==> src/rtl/isp_pkg.sv <==
// isp_pkg: shared declarations for the ISP output selector.
//   tap_state_t        selector state encoding (ST_RUN / ST_ARM / ST_MUTE)
//   TAP_RAW..TAP_ENH   named tap indices of the standard pipeline
//   DEBUG_RGB_DEFAULT  {R,G,B} colour shown for invalid select codes
package isp_pkg;

  typedef enum logic [1:0] {
    ST_RUN  = 2'd0,
    ST_ARM  = 2'd1,
    ST_MUTE = 2'd2
  } tap_state_t;

  localparam int TAP_RAW = 0;
  localparam int TAP_DPC = 1;
  localparam int TAP_BNR = 2;
  localparam int TAP_CFA = 3;
  localparam int TAP_AWB = 4;
  localparam int TAP_CCM = 5;
  localparam int TAP_GMA = 6;
  localparam int TAP_ENH = 7;

  localparam logic [23:0] DEBUG_RGB_DEFAULT = 24'h00FF00;

endpackage

==> src/rtl/isp_vsync_edge.sv <==
// isp_vsync_edge: rising-edge detector for one tap's vsync.
//   clk          pixel clock
//   reset_n      asynchronous, active-low reset
//   vsync        tap vsync, active high
//   frame_start  high in the cycle where vsync is 1 and was 0 on the previous cycle
module isp_vsync_edge
  import isp_pkg::*;
(
  input  logic clk,
  input  logic reset_n,
  input  logic vsync,
  output logic frame_start
);

  logic vsync_q;

  always_ff @(posedge clk or negedge reset_n) begin
    if (!reset_n) begin
      vsync_q <= 1'b0;
    end else begin
      vsync_q <= vsync;
    end
  end

  // Combinational so the switch can happen on the very edge that sees the rise.
  assign frame_start = vsync & ~vsync_q;

endmodule

==> src/rtl/isp_tap_select.sv <==
// isp_tap_select: frame-synchronous N-tap output selector for the ISP pipeline.
// Source changes take effect only on the new source's frame start, optionally
// followed by MUTE_FRAMES black frames; invalid select codes show DEBUG_RGB.
//   clk, reset_n                  pixel clock, asynchronous active-low reset
//   tap_vsync/hsync/den/mono      per-tap syncs, data enable, mono flag (bit i = tap i)
//   tap_data                      per-tap {R,G,B}, tap i at [(i+1)*3*DW-1 : i*3*DW]
//   sel_req                       requested tap code
//   out_vsync/hsync/den, out_r/g/b  registered selected stream (1-cycle latency)
//   sel_active                    tap currently driving the outputs
//   switch_pending                a switch is waiting for the target's frame start
//   frame_cnt                     frame starts seen on the active tap since the last switch
module isp_tap_select
  import isp_pkg::*;
#(
  parameter int          NUM_TAPS    = 8,
  parameter int          DW          = 8,
  parameter int          SEL_W       = 4,
  parameter int          MUTE_FRAMES = 1,
  parameter logic [23:0] DEBUG_RGB   = DEBUG_RGB_DEFAULT
) (
  input  logic                     clk,
  input  logic                     reset_n,
  input  logic [NUM_TAPS-1:0]      tap_vsync,
  input  logic [NUM_TAPS-1:0]      tap_hsync,
  input  logic [NUM_TAPS-1:0]      tap_den,
  input  logic [NUM_TAPS*3*DW-1:0] tap_data,
  input  logic [NUM_TAPS-1:0]      tap_mono,
  input  logic [SEL_W-1:0]         sel_req,
  output logic                     out_vsync,
  output logic                     out_hsync,
  output logic                     out_den,
  output logic [DW-1:0]            out_r,
  output logic [DW-1:0]            out_g,
  output logic [DW-1:0]            out_b,
  output logic [SEL_W-1:0]         sel_active,
  output logic                     switch_pending,
  output logic [15:0]              frame_cnt
);

  // Each 8-bit field of DEBUG_RGB is zero-extended or truncated to DW.
  localparam logic [DW-1:0] DBG_R = DW'(DEBUG_RGB[23:16]);
  localparam logic [DW-1:0] DBG_G = DW'(DEBUG_RGB[15:8]);
  localparam logic [DW-1:0] DBG_B = DW'(DEBUG_RGB[7:0]);

  logic [NUM_TAPS-1:0] tap_fs;

  tap_state_t       state, state_nxt;
  logic [SEL_W-1:0] target, target_nxt;
  logic [SEL_W-1:0] sel_nxt;
  logic [3:0]       mcnt, mcnt_nxt;
  logic             muted, muted_nxt;
  logic [15:0]      cnt_nxt;
  logic             active_fs, target_fs;

  logic             vs_nxt, hs_nxt, den_nxt;
  logic [DW-1:0]    r_nxt, g_nxt, b_nxt;
  logic [3*DW-1:0]  rgb_sel;
  logic             mono_sel;

  genvar g;
  generate
    for (g = 0; g < NUM_TAPS; g++) begin : g_edge
      isp_vsync_edge u_edge (
        .clk        (clk),
        .reset_n    (reset_n),
        .vsync      (tap_vsync[g]),
        .frame_start(tap_fs[g])
      );
    end
  endgenerate

  function automatic logic code_valid(input logic [SEL_W-1:0] code);
    return int'(code) < NUM_TAPS;
  endfunction

  // Invalid codes take their frame timing from the RAW tap.
  function automatic logic fs_of(input logic [SEL_W-1:0] code,
                                 input logic [NUM_TAPS-1:0] fs);
    logic hit;
    hit = fs[TAP_RAW];
    for (int i = 0; i < NUM_TAPS; i++) begin
      if (int'(code) == i) hit = fs[i];
    end
    return hit;
  endfunction

  always_ff @(posedge clk or negedge reset_n) begin
    if (!reset_n) begin
      state      <= ST_RUN;
      target     <= '0;
      sel_active <= '0;
      mcnt       <= '0;
      muted      <= 1'b0;
      frame_cnt  <= '0;
    end else begin
      state      <= state_nxt;
      target     <= target_nxt;
      sel_active <= sel_nxt;
      mcnt       <= mcnt_nxt;
      muted      <= muted_nxt;
      frame_cnt  <= cnt_nxt;
    end
  end

  // Muting is tracked separately from the state so that a new request made
  // while muted keeps the output black through ARM until the switch lands.
  // In ARM a retarget outranks a same-cycle frame start of the old target.
  always_comb begin
    state_nxt  = state;
    target_nxt = target;
    sel_nxt    = sel_active;
    mcnt_nxt   = mcnt;
    muted_nxt  = muted;
    active_fs  = fs_of(sel_active, tap_fs);
    target_fs  = fs_of(target, tap_fs);
    cnt_nxt    = active_fs ? frame_cnt + 16'd1 : frame_cnt;

    unique case (state)
      ST_RUN: begin
        if (sel_req != sel_active) begin
          state_nxt  = ST_ARM;
          target_nxt = sel_req;
        end
      end
      ST_ARM: begin
        if (sel_req == sel_active) begin
          state_nxt = ST_RUN;
          muted_nxt = 1'b0;
          mcnt_nxt  = '0;
        end else if (sel_req != target) begin
          target_nxt = sel_req;
        end else if (target_fs) begin
          sel_nxt = target;
          cnt_nxt = '0;
          if (MUTE_FRAMES > 0) begin
            state_nxt = ST_MUTE;
            mcnt_nxt  = 4'(MUTE_FRAMES);
            muted_nxt = 1'b1;
          end else begin
            state_nxt = ST_RUN;
            mcnt_nxt  = '0;
            muted_nxt = 1'b0;
          end
        end
      end
      ST_MUTE: begin
        if (sel_req != sel_active) begin
          state_nxt  = ST_ARM;
          target_nxt = sel_req;
        end else if (active_fs) begin
          if (mcnt <= 4'd1) begin
            state_nxt = ST_RUN;
            mcnt_nxt  = '0;
            muted_nxt = 1'b0;
          end else begin
            mcnt_nxt = mcnt - 4'd1;
          end
        end
      end
      default: begin
        state_nxt = ST_RUN;
      end
    endcase
  end

  // The output mux follows the next selection so the switch edge already
  // loads the new source's values.
  always_comb begin
    vs_nxt   = tap_vsync[TAP_RAW];
    hs_nxt   = tap_hsync[TAP_RAW];
    den_nxt  = tap_den[TAP_RAW];
    rgb_sel  = tap_data[TAP_RAW*3*DW +: 3*DW];
    mono_sel = tap_mono[TAP_RAW];
    for (int i = 0; i < NUM_TAPS; i++) begin
      if (int'(sel_nxt) == i) begin
        vs_nxt   = tap_vsync[i];
        hs_nxt   = tap_hsync[i];
        den_nxt  = tap_den[i];
        rgb_sel  = tap_data[i*3*DW +: 3*DW];
        mono_sel = tap_mono[i];
      end
    end

    if (muted_nxt) begin
      r_nxt = '0;
      g_nxt = '0;
      b_nxt = '0;
    end else if (!code_valid(sel_nxt)) begin
      r_nxt = DBG_R;
      g_nxt = DBG_G;
      b_nxt = DBG_B;
    end else if (mono_sel) begin
      r_nxt = rgb_sel[3*DW-1 -: DW];
      g_nxt = rgb_sel[3*DW-1 -: DW];
      b_nxt = rgb_sel[3*DW-1 -: DW];
    end else begin
      r_nxt = rgb_sel[3*DW-1 -: DW];
      g_nxt = rgb_sel[2*DW-1 -: DW];
      b_nxt = rgb_sel[DW-1 -: DW];
    end
  end

  always_ff @(posedge clk or negedge reset_n) begin
    if (!reset_n) begin
      out_vsync <= 1'b0;
      out_hsync <= 1'b0;
      out_den   <= 1'b0;
      out_r     <= '0;
      out_g     <= '0;
      out_b     <= '0;
    end else begin
      out_vsync <= vs_nxt;
      out_hsync <= hs_nxt;
      out_den   <= den_nxt;
      out_r     <= r_nxt;
      out_g     <= g_nxt;
      out_b     <= b_nxt;
    end
  end

  assign switch_pending = (state == ST_ARM);

endmodule
==> config.mk <==
export PLATFORM = sky130hd
export DESIGN_NAME = isp_tap_select
export DESIGN_NICKNAME = d
export VERILOG_FILES = /design/src/rtl/isp_pkg.sv /design/src/rtl/isp_vsync_edge.sv /design/src/rtl/isp_tap_select.sv
export SDC_FILE = /design/constraint.sdc
export NUM_CORES = 1
export LEC_CHECK = 0
export ABC_AREA = 1
export CORE_UTILIZATION = 23
export DETAILED_ROUTE_END_ITERATION = 7
export DONT_BUFFER_PORTS = 1
export PLACE_DENSITY = 0.38
export SLEW_MARGIN = 10
export SYNTH_ARGS = -nofsm -noshare
export SYNTH_HDL_FRONTEND = slang
export SYNTH_SLANG_ARGS = --single-unit
==> constraint.sdc <==
create_clock -name clk -period 3.3 [get_ports clk]
set_clock_uncertainty 0.1 [all_clocks]
set_input_delay 0.165 -clock clk [delete_from_list [all_inputs] [get_ports clk]]
set_output_delay 0.165 -clock clk [all_outputs]
set_load 0.1 [all_outputs]
==> impl_metrics.tcl, run 1 <==
set metrics [dict create \
    outcome "completed" \
    rr_worst_depth 18 \
    syn_area_sq_um 5783 \
    io-pin-count 278 \
    r2r_setup_slack_ps 130 \
    vias_per_cell 4.588 \
    final_area_sq_um 7542 \
    finalHoldViolations 0 \
    core-area_sq_um 24460 \
    instances_no_fill 1339 \
    ir_worst_vdd_v 0.0003909 \
    required_ps 3450 \
    cts_max_path_buffers 2 \
    avgSynthCellArea_sq_um 6.218 \
    htree_levels 3 \
    synth-seq-cells 66 \
    slew_headroom 0.3336 \
    tns_ps 0 \
    power_density_nw_per_um2 1375 \
    synthFlopType "dfrtp_1" \
    num_rows 57 \
    first_iter_violations 309 \
    syn_nets 1167 \
    endpoint_kind "flop" \
    grt_pass1_vias 6275 \
    critical_path_class "flop to flop" \
    io_buffers 0 \
    drt-pass1-iter-count 5 \
    startpoint "target[3]" \
    nNetsFinal 1245 \
    regArea_sq_um 1662 \
    antenna_found_initial 3 \
    worstSkewPairLatency_ps 340 \
    synth.top_cell.area_share 0.2856 \
    rsz0062_at_grt "yes" \
    post-route-util 0.3083 \
    arrival_ps 3320 \
    ys_warn_count 0 \
    vias 6143 \
    grt_pass1_wl_um 37310 \
    fin_ws_ps 129.8 \
    synth_area_leaders "dfrtp_1 29%, nand2_1 17%, nand3_1 8.6%" \
    multi_input_comb_area_sq_um 3671 \
    cts_sinks 66 \
    numCtsBuffers 9 \
    drive_gt1_frac 0.2063 \
    placed_cell_area_sq_um 6560 \
    yosysTopAreaCell "dfrtp_1" \
    p_total_mw 10.37 \
    die_w_um 160.6 \
    layout_min_cycle_time_ps 3170 \
    synthCells 930 \
    routed_wl_um 24800 \
    regToRegEndpoint "out_r[4]" \
    dp.cells 1283 \
    fmax_mhz 315.4 \
    grt_max_degree 67 \
    overflow 0 \
    yosysSeqAreaShare 0.2856 \
    drc 0 \
    yosysMostFrequentCell "nand2_1" \
    wire_per_inst_um 18.52 \
    start_util 0.2364 \
    cellLeakagePower_nw 3.733 \
    maxSlewViolCount 0 \
    synth_common_cells "269 x nand2_1, 107 x nor2_1, 105 x inv_1" \
    finalCritPeriodShare 0.9607 \
    area_delta_synth_final_pct 30.42 \
    drtAntennaViolNets 0 \
    synth_edf_count 0 \
    grtUsageTotal 0.1935 \
    nFillCells 2717 \
    setup_viol 0 \
    worstMarginPinSlew_ps 1000 \
    worstHoldPathType "primary input to flop" \
    die_h_um 160.6 \
    crit_fanout 19 \
    ys_types 47 \
    place_congestion 0.8522 \
    endpoint "out_r[4]" \
    cts_tree "done" \
    max-cap-violations 0 \
    cts.clk_slew.worst_paths_ps 60 \
    pre_cts_slack_ps -114.3 \
    dp.final_hpwl_um 20140 \
    async_flop_share 1.000 \
    holdWs_ps 7.815 \
    start_kind "flop" \
    reg2reg_from "target[3]" \
    dieArea_sq_um 25780 \
    clock-root-buffer "clkbuf_16" \
]
## worst max-delay path: stages, from the launching register on
cell	delay [ps]
dfrtp_2	450
buf_4	150
xnor2_1	120
nand4_1	210
nor2_4	310
nand3_1	200
nand2_4	150
nor2_8	70
nand2_4	140
buf_6	200
o211ai_1	110
nand2_1	70
nand2_1	60
nand2_1	110
nand2_1	60
a21oi_1	190
buf_4	170
inv_1	40
nor2_1	160
## flip-flops by register name, summed over array words and instances, names as in the netlist, 2 cells and up
| name | flops |
|---|---|
| frame_cnt | 16 |
| g_edge.u_edge.vsync_q | 8 |
| out_b | 8 |
| out_g | 8 |
| out_r | 8 |
| mcnt | 4 |
| sel_active | 4 |
| target | 4 |
| state | 2 |
## report_power, final
part           total (mW)  switching [mW]  internal [mW]
Clock                1.06           0.379          0.680
Combinational        6.63            4.34           2.30
Sequential           2.68            1.52           1.16
## kinds of logic after synthesis
logic type,Yosys count,synth area share
and+or+nand+nor,558,0.4344
buffers and inverters,158,0.1175
adders and majority gates,7,0.01514
DFF,66,0.2856
AOI/OAI and AO/OA,130,0.1307
xor gates and xnor gates,11,0.01666
## worst min path at each step
stage          cells past startpoint           from           end  slack, ps
6_report                           4  tap_data[169]      out_b[1]          8
2_1_floorplan                      0        reset_n  frame_cnt[0]       -230
5_1_grt                            4  tap_data[190]      out_r[6]         30
3_3_place_gp                       0        reset_n     out_hsync       -230
4_1_cts                            4  tap_data[169]      out_b[1]          1
3_5_place_dp                       0        reset_n     out_hsync       -230
## routing by layer
layer  vias to the layer above  track usage  part of all wire
met3                        26      0.05088             0.066
met2                       201       0.3262              0.48
met4                         0      0.05281             0.018
li1                       3119            -                 -
met5                         -            0                 0
met1                      2797       0.2421              0.44
## what timing repair did
| action | CTS | global route |
|---|---|---|
| pin swaps | 0 | 22 |
| endpoints found under the hold margin | 85 | 0 |
| resized for setup | 2 | 75 |
| setup buffers | 0 | 16 |
| endpoints found under the setup margin | 2 | 26 |
| hold buffers | 22 | 0 |
## placed cells by master (no fill, tap or decap), types with 3 or more instances in the layout
cell type / Yosys / final
a21oi_1: 40 / 37
a21oi_2: 1 / 4
buf_12: 0 / 8
buf_4: 2 / 69
buf_6: 6 / 7
clkbuf_16: 0 / 9
clkinvlp_4: 0 / 4
dfrtp_1: 66 / 58
dfrtp_2: 0 / 8
dlygate4sd3_1: 0 / 21
ha_1: 7 / 6
inv_1: 105 / 103
inv_2: 10 / 7
inv_4: 2 / 4
nand2_1: 269 / 260
nand2_2: 11 / 13
nand2_4: 7 / 9
nand2_8: 0 / 5
nand3_1: 99 / 88
nand3_2: 3 / 14
nand3b_1: 6 / 6
nand4_1: 3 / 3
nor2_1: 107 / 106
nor2_4: 4 / 9
nor3_1: 9 / 9
nor3b_1: 3 / 3
o211ai_1: 17 / 17
o21ai_0: 47 / 42
o21ai_1: 9 / 11
o21ai_2: 0 / 3
o31ai_1: 3 / 3
or2_0: 8 / 8
or2_2: 19 / 19
xnor2_1: 6 / 6
xor2_1: 5 / 5
## final cells by class
| class | count | share of cell area |
|---|---|---|
| diodes | 2 | 0.0006636 |
| flip-flops and latches | 66 | 0.2203 |
| clock buffers | 11 | 0.03218 |
| well taps | 324 | 0.05375 |
| inverters | 118 | 0.06221 |
| clock inverters | 5 | 0.01029 |
| repair buffers | 107 | 0.1339 |
| multi-input cells | 706 | 0.4867 |
Power figures use the tool's default switching activity.
==> run 2, diff against run 1 <==
--- a/config.mk
+++ b/config.mk
@@ -6,10 +6,12 @@
 export NUM_CORES = 1
 export LEC_CHECK = 0
 export ABC_AREA = 1
+export CAP_MARGIN = 40
+export CORE_MARGIN = 2
 export CORE_UTILIZATION = 23
 export DETAILED_ROUTE_END_ITERATION = 7
 export DONT_BUFFER_PORTS = 1
-export PLACE_DENSITY = 0.38
+export PLACE_DENSITY = 0.39
 export SLEW_MARGIN = 10
 export SYNTH_ARGS = -nofsm -noshare
 export SYNTH_HDL_FRONTEND = slang
==> constraint.sdc (replaced) <==
create_clock -name clk -period 2.9 [get_ports clk]
set_clock_uncertainty 0.1 [all_clocks]
set_input_delay 0.145 -clock clk [delete_from_list [all_inputs] [get_ports clk]]
set_output_delay 0.145 -clock clk [all_outputs]
set_load 0.1 [all_outputs]
==> impl_metrics.tcl, run 2 (synthesis results as in run 1) <==
set metrics [dict create \
    overflow 0 \
    start_util 0.2317 \
    num_rows 58 \
    worstHoldPathType "primary input to flop" \
    htree_levels 3 \
    dieArea_sq_um 26430 \
    grtUsageTotal 0.1941 \
    finalHoldViolations 0 \
    maxSlewViolCount 0 \
    largest_register_ffs 16 \
    grt_pass1_wl_um 38350 \
    regMostFlops "frame_cnt" \
    p_comb_frac 0.765 \
    wire_per_inst_um 18.20 \
    rsz0062_at_grt "yes" \
    finalCritPeriodShare 1.083 \
    endpoint_kind "flop" \
    p_int_mw 6.274 \
    grt_pass1_vias 6622 \
    worstMarginPinSlew_ps 893.6 \
    layout_min_cycle_time_ps 3139 \
    first_iter_violations 356 \
    layout_commonest_cell "nand2_1" \
    setup_viol 25 \
    drtAntennaViolNets 0 \
    dp.final_hpwl_um 21040 \
    fin_ws_ps -239.4 \
    drive_gt1_frac 0.3279 \
    start_kind "flop" \
    slew_headroom 0.4046 \
    seq_power_share 0.150 \
    required_ps 3030 \
    cts.clk_slew.worst_paths_ps 60 \
    vias 6558 \
    layout_common_cells "243 x nand2_1, 124 x buf_4, 98 x inv_1" \
    critical_path_class "flop to flop" \
    worstSkewPairLatency_ps 340 \
    cts_max_path_buffers 2 \
    clock-root-buffer "clkbuf_16" \
    die_h_um 162.6 \
    power_switching_mw 7.790 \
    p_clk_frac 0.085 \
    dp.cells 1367 \
    max-cap-violations 0 \
    crit_fanout 17 \
    grt_max_degree 67 \
    numCtsBuffers 9 \
    tns_ps -4023 \
    drt-pass1-iter-count 4 \
    p_total_mw 14.06 \
    fmax_mhz 318.5 \
    io_buffers 0 \
    antenna_found_initial 5 \
    cellLeakagePower_nw 4.437 \
    ir_worst_vdd_v 0.0004945 \
    instances_no_fill 1440 \
    drc 0 \
    outcome "complete, but fails checks" \
    switching_share 0.5539 \
    failed_checks "negative setup slack" \
    nNetsFinal 1339 \
    power_density_nw_per_um2 1561 \
    routed_wl_um 26210 \
    place_congestion 0.8698 \
    arrival_ps 3260 \
    area_delta_synth_final_pct 55.76 \
    core-area_sq_um 24960 \
    io-pin-count 278 \
    die_w_um 162.6 \
    cts_sinks 66 \
    cts_tree "done" \
    vias_per_cell 4.554 \
]
## run 2: changes by cell type in the layout (fill, tap and decap cells not counted), sizes merged
| cell | before | now |
|---|---|---|
| clkbuf | 11 | 10 |
| nand2 | 287 | 288 |
| dlygate4sd3 | 21 | 26 |
| buf | 86 | 173 |
| inv | 115 | 116 |
| clkinv | 2 | 3 |
| diode | 2 | 3 |
## run 2: layout make-up
class | count | area, sq um
Antenna cell | 3 | 7.507
Timing Repair Buffer | 200 | 2175
Inverter | 118 | 460.4
Fill cell | 2701 | 15960
Sequential cell | 66 | 1672
Tap cell | 330 | 412.9
Multi-Input combinational cell | 707 | 3961
Clock inverter | 7 | 93.84
Clock buffer | 9 | 225.2
## run 2: worst paths after layout
kind                       cells after the start                  endpoint  slack [ps]           from
setup reg to reg                              24                  out_b[0]        -240      target[2]
max in group asynchronous                      2             frame_cnt[15]        2120        reset_n
min in group asynchronous                      2  g_edge[1].u_edge.vsync_q         250        reset_n
hold reg to reg                                2                   mcnt[1]         420        mcnt[1]
hold / removal                                 4                  out_b[6]          20  tap_data[174]
setup / recovery                              24                  out_b[0]        -240      target[2]
## run 2: worst max-delay path: stages, from the launching register on
cell and delay, ps:
dfrtp_2 450, nor2_4 170, nand3_2 120, nand2_1 80, inv_1 30, nand2_1 50, nand2_1 60, nand3_2 60
nand3_2 80, nand2_4 140, nand2_8 90, nand2_4 90, nand2_8 70, nor2_8 200, nand2_4 110, buf_12 160
o211ai_1 190, nand2_1 100, nand2_1 90, nand2_1 70, nand2_1 80, a21oi_2 60, buf_6 130, o21ai_2 160
nor2_2 60
## run 2: layer usage
layer	part of all wire	GRT usage	vias up
met5	0.00095	0	-
li1	-	-	3299
met2	0.49	0.3335	211
met4	0.021	0.06436	4
met3	0.076	0.05730	30
met1	0.41	0.2319	3014
## run 2: power groups by stage
stage / Sequential, mW / Clock [mW] / Combinational [mW]
CTS: 2.26 / 1.24 / 9.63
global route: 2.15 / 1.27 / 11.7
floorplan: 3.85 / 0 / 3.97
detailed placement: 2.27 / 0 / 9.06
global placement: 3.10 / 0 / 7.45
finish: 2.11 / 1.20 / 10.8
## run 2: timing repair
action,4_1_cts,5_1_grt
gates cloned,0,3
hold buffers,26,1
endpoints found under the hold margin,87,1
pin swaps,12,37
gates resized for setup,55,115
setup buffers,10,11
endpoints found under the setup margin,26,42
## run 2: metrics by stage
| stage | worst slack, ps | utilization | instance area [sq um] | hold slack, ps |
|---|---|---|---|---|
| after floorplan | -72.09 | - | 5842 | -250.6 |
| after global placement | -433.2 | 0.2822 | 7046 | -247.8 |
| after detailed placement | -455.0 | 0.3010 | 7513 | -247.5 |
| after CTS | -202.9 | 0.3355 | 8374 | 17.40 |
| after global routing | -467.6 | 0.3608 | 9007 | 49.93 |
| final | -239.4 | 0.3608 | 9007 | 22.51 |
